### config.mk
export PLATFORM = sky130hd
export DESIGN_NAME = radix4_mac
export DESIGN_NICKNAME = d
export VERILOG_FILES = /design/src/rtl/radix4_mac.sv
export SDC_FILE = /design/constraint.sdc
export NUM_CORES = 1
export LEC_CHECK = 0
export CAP_MARGIN = 20
export CORE_UTILIZATION = 30
export CTS_CLUSTER_DIAMETER = 80
export CTS_CLUSTER_SIZE = 10
export DETAILED_ROUTE_END_ITERATION = 10
export SETUP_SLACK_MARGIN = 0.02
export SLEW_MARGIN = 10
export SYNTH_ARGS = -nofsm -noshare
export SYNTH_HDL_FRONTEND = slang
export SYNTH_SLANG_ARGS = --single-unit
### constraint.sdc
create_clock -name clk -period 7.2 [get_ports clk]
set_input_delay 1.08 -clock clk [delete_from_list [all_inputs] [get_ports clk]]
set_output_delay 1.08 -clock clk [all_outputs]
set_load 0.01 [all_outputs]
### src/rtl/radix4_mac.sv
// Radix-4 shift-and-add multiply-accumulate: P = A*B + C, unsigned.
// Processes two multiplier bits per CALC cycle, MSB-first, then folds in C.
module radix4_mac #(
   parameter int W = 8
) (
   input  logic           clk,
   input  logic           resetn,
   input  logic           start,
   input  logic [W-1:0]   A,
   input  logic [W-1:0]   B,
   input  logic [W-1:0]   C,
   output logic           busy,
   output logic           done,
   output logic [2*W-1:0] P
);

   typedef enum logic [1:0] {
      IDLE  = 2'b00,
      CALC  = 2'b01,
      ACCUM = 2'b10,
      DONE  = 2'b11
   } state_t;

   localparam int            CW   = $clog2(W/2) + 1;
   localparam logic [CW-1:0] LAST = CW'(W/2 - 1);

   state_t           r_state;
   logic [CW-1:0]    r_cnt;
   logic [2*W-1:0]   r_acc;
   logic [W-1:0]     r_a;
   logic [W-1:0]     r_b;
   logic [W-1:0]     r_c;
   logic             r_busy;
   logic             r_done;
   logic [2*W-1:0]   r_p;

   logic [1:0]       w_digit;
   logic [2*W-1:0]   w_b_ext;
   logic [2*W-1:0]   w_mult;
   logic [2*W-1:0]   w_acc_step;
   logic [2*W-1:0]   w_acc_sum;

   assign w_digit = r_a[W-1:W-2];
   assign w_b_ext = {{W{1'b0}}, r_b};

   // Digit multiples from shifts and one add; 3*B still fits well inside 2W bits.
   always_comb begin
      w_mult = '0;
      case (w_digit)
         2'd0: w_mult = '0;
         2'd1: w_mult = w_b_ext;
         2'd2: w_mult = w_b_ext << 1;
         2'd3: w_mult = (w_b_ext << 1) + w_b_ext;
         default: w_mult = '0;
      endcase
   end

   assign w_acc_step = (r_acc << 2) + w_mult;
   assign w_acc_sum  = r_acc + {{W{1'b0}}, r_c};

   always_ff @(posedge clk or negedge resetn) begin
      if (!resetn) begin
         r_state <= IDLE;
         r_cnt   <= '0;
         r_acc   <= '0;
         r_a     <= '0;
         r_b     <= '0;
         r_c     <= '0;
         r_busy  <= 1'b0;
         r_done  <= 1'b0;
         r_p     <= '0;
      end else begin
         case (r_state)
            IDLE: begin
               if (start) begin
                  r_a     <= A;
                  r_b     <= B;
                  r_c     <= C;
                  r_acc   <= '0;
                  r_cnt   <= '0;
                  r_busy  <= 1'b1;
                  r_state <= CALC;
               end
            end
            CALC: begin
               r_acc <= w_acc_step;
               r_a   <= r_a << 2;
               r_cnt <= r_cnt + CW'(1);
               if (r_cnt == LAST) begin
                  r_state <= ACCUM;
               end
            end
            ACCUM: begin
               r_acc   <= w_acc_sum;
               r_p     <= w_acc_sum;
               r_busy  <= 1'b0;
               r_done  <= 1'b1;
               r_state <= DONE;
            end
            DONE: begin
               r_done  <= 1'b0;
               r_state <= IDLE;
            end
            default: r_state <= IDLE;
         endcase
      end
   end

   assign busy = r_busy;
   assign done = r_done;
   assign P    = r_p;

endmodule

# Word level (Yosys, flattened, before mapping)
# Index checks and enable logic that the tools add are counted.
totals:
  regBits: 63
  wordCells: 46
  output_inout_bits: 18
  input_bits: 27
op_classes:
  muxes: 13
  n_eq_ne: 9
  n_addsub: 4
  n_reduce_logical: 11
op_table:
  columns: ["operator", "count"]
  rows:
  - ["16-bit one-hot mux with 4 select lines", 1]
  - ["16-bit one-hot mux with 3 select lines", 1]
  - ["16-bit adder", 1]
  - ["16-bit by 8-bit adder with 16-bit output", 1]
  - ["16-bit two-way mux", 1]
  - ["8-bit one-hot mux with 2 select lines", 1]
  - ["9-bit by 8-bit adder with 10-bit output", 1]
  - ["2-bit AND reduction", 5]
  - ["2-bit == test, second input constant", 4]
  - ["8-bit two-way mux", 1]
  - ["2-bit one-hot mux with 4 select lines", 1]
  - ["3-bit one-hot mux with 2 select lines", 1]
  - ["2-bit nonzero test", 3]
  - ["2-bit by 1-bit == test with 1-bit output, second input constant", 2]
  - ["2-bit zero test", 2]
  - ["2-bit two-way mux", 2]
  - ["2-bit != test, second input constant", 2]
  - ["1-bit one-hot mux with 2 select lines", 2]
  - ["3-bit by 1-bit adder with 3-bit output, second input constant", 1]
  - ["3-bit by 2-bit == test with 1-bit output, second input constant", 1]
  - ["3-bit two-way mux", 1]
  - ["3-bit nonzero test", 1]
  - ["1-bit two-way mux", 1]

# Logic depth before layout (Yosys ltp)
logic_depth:
  ltp_word: 4
  depth_mapped: 15
  ltp_nobuf: 15

# Worst setup path after synthesis
# Ideal clock, no wire load.
synth_timing:
  kind: "register to register"
  start: "register r_b[1]"
  end: "register r_acc[10]"
  path_stages_with_launch: 14
  arrival_time_ns: 3.175
  setup_ns: 0.126
  synth_period_minus_slack_ns: 3.301
  path_buffers: 0
  required_time_ns: 7.074
  setup_slack_ns: 3.899
  path_cell_list: "dfrtp_1 > ha_1 > fa_1 > a21o_1 > a21oi_1 > o21ai_0 > xor2_1 > a21oi_1 > a22o_1 > ha_1 > o41ai_4 > o21bai_1 > xor2_1 > a221o_1"
synth_between:
  elab_chain_len: 4
synth_rtl:
  columns: ["item", "line_no", "text"]
  rows:
  - ["start, declared", "31", "logic [W-1:0] r_b;"]
  - ["start signal, assigned", "67", "r_b <= '0;"]
  - ["start signal, assigned", "77", "r_b <= B;"]
  - ["9-bit by 8-bit adder with 10-bit output", "53", "2'd3: w_mult = (w_b_ext << 1) + w_b_ext;"]
  - ["16-bit one-hot mux with 4 select lines (*)", "49", "case (w_digit)"]
  - ["16-bit adder (*)", "58", "assign w_acc_step = (r_acc << 2) + w_mult;"]
  - ["16-bit one-hot mux with 3 select lines (*)", "73", "case (r_state)"]
  - ["end signal, assigned", "86", "r_acc <= w_acc_step;"]
  - ["end signal, assigned", "94", "r_acc <= w_acc_sum;"]
  - ["end, declared", "29", "logic [2*W-1:0] r_acc;"]
# Every way passes the cells marked *; elsewhere a longest branch is shown, timed or not. The select of a mux whose other input is x is not followed.
# A chain may end at the register's enable or synchronous reset.

# Worst setup path in the final report
# Ends and elaborated chain as after synthesis.

==> results.toml <==
[clock_network]
root_buffer = "clkbuf_16"
cts_tree = "built"
h-tree-depth = 3
clock_latency_ps = 340
cts_sinks = 63
cts_made_buffers = 9
path_clk_slew_ps = 60
clockBufferDepth = 2
postCtsHoldBufs = 0
post_cts_resized = 0
cts_setup_buffers = 0

[grt]
grt_max_degree = 64
antenna_found_initial = 0
overflow = 0
grt_pass1_vias = 3460
grt_pass1_wl_um = 17450
grt_usage_pct = 15.54

[yosys]
yosys_warnings = 0
synth_edf_count = 0
synth_nets = 484
ys_ff_latch = 63
async_flop_share_pct = 100.0
syn_area_per_cell_um2 = 9.735
synth_cells = 424
netlist_area_um2 = 4128
ys_seq_area_share_pct = 38.19
synth_flop_cell = "dfrtp_1"
ys_types = 65

[route]
drtIter0Drc = 127
wire_per_inst_um = 15.61
dr.max_layer_used = "met4"
wirelength_um = 10020
via_per_inst = 5.199
m1WireLength_um = 4916
dr_wl_met2_um = 4596
route.met3.wl_um = 358
via_count = 3338
drtPass1Iterations = 4
drc = 0
ant_nets = 0

[pwr]
power.total_w = 0.002714
p_leak_nw = 2.160
power-per-cell-area_nw_per_um2 = 540.0
vdd_drop_max_v = 0.0001762

[sta]
hold_violations = 0
rsz0062_at_grt = "false"
final-setup-viol-count = 0
fin_crit_sh_pct = 49.88
setup_tns_ps = 0
clock.fmax_ghz = 0.2784
fin_crit_ps = 3592
whs_ps = 494.3
slew_headroom_pct = 37.16
skew_ps = 8.260
worst_pin_slew_ps = 940.3
slew_viol_final = 0

[run_status]
outcome = "finished clean"

[setup_path]
crit_required_ps = 7410
critPathMaxFanout = 6
end_kind = "register"
critPathArrivalTime_ps = 3810
path_class = "reg -> reg"
startpoint_type = "register"

[final_layout]
layout-drive-gt1-share_pct = 11.80
diodes = 0
nets = 521
syn2layout_area_growth_pct = 21.76
finish.utilization_pct = 37.65

[floorplan]
coreArea_um2 = 13350
die_w_um = 119.3
die-area_um2 = 14230
chipHeight_um = 119.3
rows = 42
initial_utilization_pct = 30.92
ios = 45

[min_path]
min_path_type = "reg -> reg"

[place]
gp_routability_congestion = 0.8472
io_buffers = 44
hpwl_um = 7330

[run]
max-cap-violations = 0
-- path summary, 6_finish.rpt --
kind,startpoint,endpoint,slack (ps),depth (start not counted)
max,r_b[1],r_acc[10],3610,13
min,r_cnt[2],r_cnt[2],490,2
max reg2reg,r_b[1],r_acc[10],3610,13
min reg2reg,r_cnt[2],r_cnt[2],490,2
max in group asynchronous,resetn,r_acc[7],5740,2
min in group asynchronous,resetn,r_a[5],930,2
-- metrics by stage --
step                cells  area, um2  setup WS (ps)
floorplan             424       4128           3899
global placement      626       4713           3714
detailed placement    626       4713           3606
CTS                   642       5026           3604
global route          642       5026           3321
finish                642       5026           3608
-- layout by cell type, fill, tap and decap left out, drive strengths merged, types with 3 or more instances in the layout --
master,instances
a211oi,8
a21boi,3
a21o,10
a21oi,31
a221o,3
a22oi,5
a31oi,5
and3,3
buf,4
clkbuf,9
clkdlybuf4s50,43
clkinv,4
dfrtp,63
fa,3
ha,30
inv,13
mux2,24
mux2i,6
nand2,33
nand3,8
nand4,3
nor2,31
nor2b,6
nor3,6
nor4,4
o211ai,3
o21a,3
o21ai,33
o22ai,8
or3,3
xnor2,17
xor2,7
-- power breakdown --
group	switching [W]	internal [W]
sequential	0.000160	0.000516
clock	0.000164	0.000300
combinational	0.000859	0.000715
total	0.00118	0.00153
-- registers in the layout, summed over array words and instances, names as in the netlist --
signal,cells
r_acc,16
r_state,2
done,1
r_b,8
P,16
r_a,8
busy,1
r_cnt,3
r_c,8
-- routing by layer --
metal / vias up / track usage [%]
met2: 72 / 24.60
met1: 1617 / 21.05
met4: 0 / 5.938
li1: 1639 / -
met5: - / 0
met3: 10 / 2.778
-- cells by family after synthesis --
kind of cell	synth area share, %
XOR/XNOR	5.092
adder cells (fa/ha/maj)	10.55
AND/OR/NAND/NOR	12.67
buffers and inverters	3.425
AO/OA/AOI/OAI	22.07
multiplexers	8.003
flip-flops	38.19
-- final cells by class --
type	instances	area, um2
fillers	1366	8322
multi-input cells	327	2410
flip-flops and latches	63	1577
repair buffers	47	457.9
clock buffers	9	225.2
well taps	176	220.2
clock inverters	7	87.58
inverters	13	48.80
-- Yosys cell counts, types with 3 or more instances --
cell type | instances | area (um2)
fa_1 | 3 | 60.06
nand3_1 | 8 | 40.04
a22oi_1 | 5 | 37.54
a211oi_1 | 6 | 45.04
nor2_1 | 31 | 116.4
o21a_1 | 3 | 22.52
a21oi_1 | 30 | 150.1
xor2_1 | 7 | 61.31
dfrtp_1 | 63 | 1577
ha_1 | 30 | 375.4
nand4_1 | 3 | 18.77
nor4_1 | 4 | 25.02
o21ai_0 | 31 | 155.2
clkbuf_1 | 9 | 33.78
o22ai_1 | 8 | 50.05
a21o_1 | 10 | 75.07
mux2i_1 | 6 | 60.06
nor2b_1 | 5 | 31.28
nand2_1 | 33 | 123.9
a31oi_1 | 4 | 25.02
or3_1 | 3 | 18.77
mux2_2 | 24 | 270.3
nor3_1 | 6 | 30.03
buf_1 | 6 | 22.52
inv_1 | 13 | 48.80
xnor2_1 | 17 | 148.9
buf_2 | 4 | 20.02
a221o_1 | 3 | 30.03
-- worst max-delay path: stages (launching register included) --
cell and delay, ps:
dfrtp_1 450, ha_1 250, fa_1 420, a21o_1 200, a21oi_1 200, o21ai_0 180, xor2_1 170, a21oi_1 80
a22o_1 200, ha_1 250, o41ai_4 440, o21bai_1 120, xor2_1 150, a221o_1 360
Power figures use the tool's default switching activity.
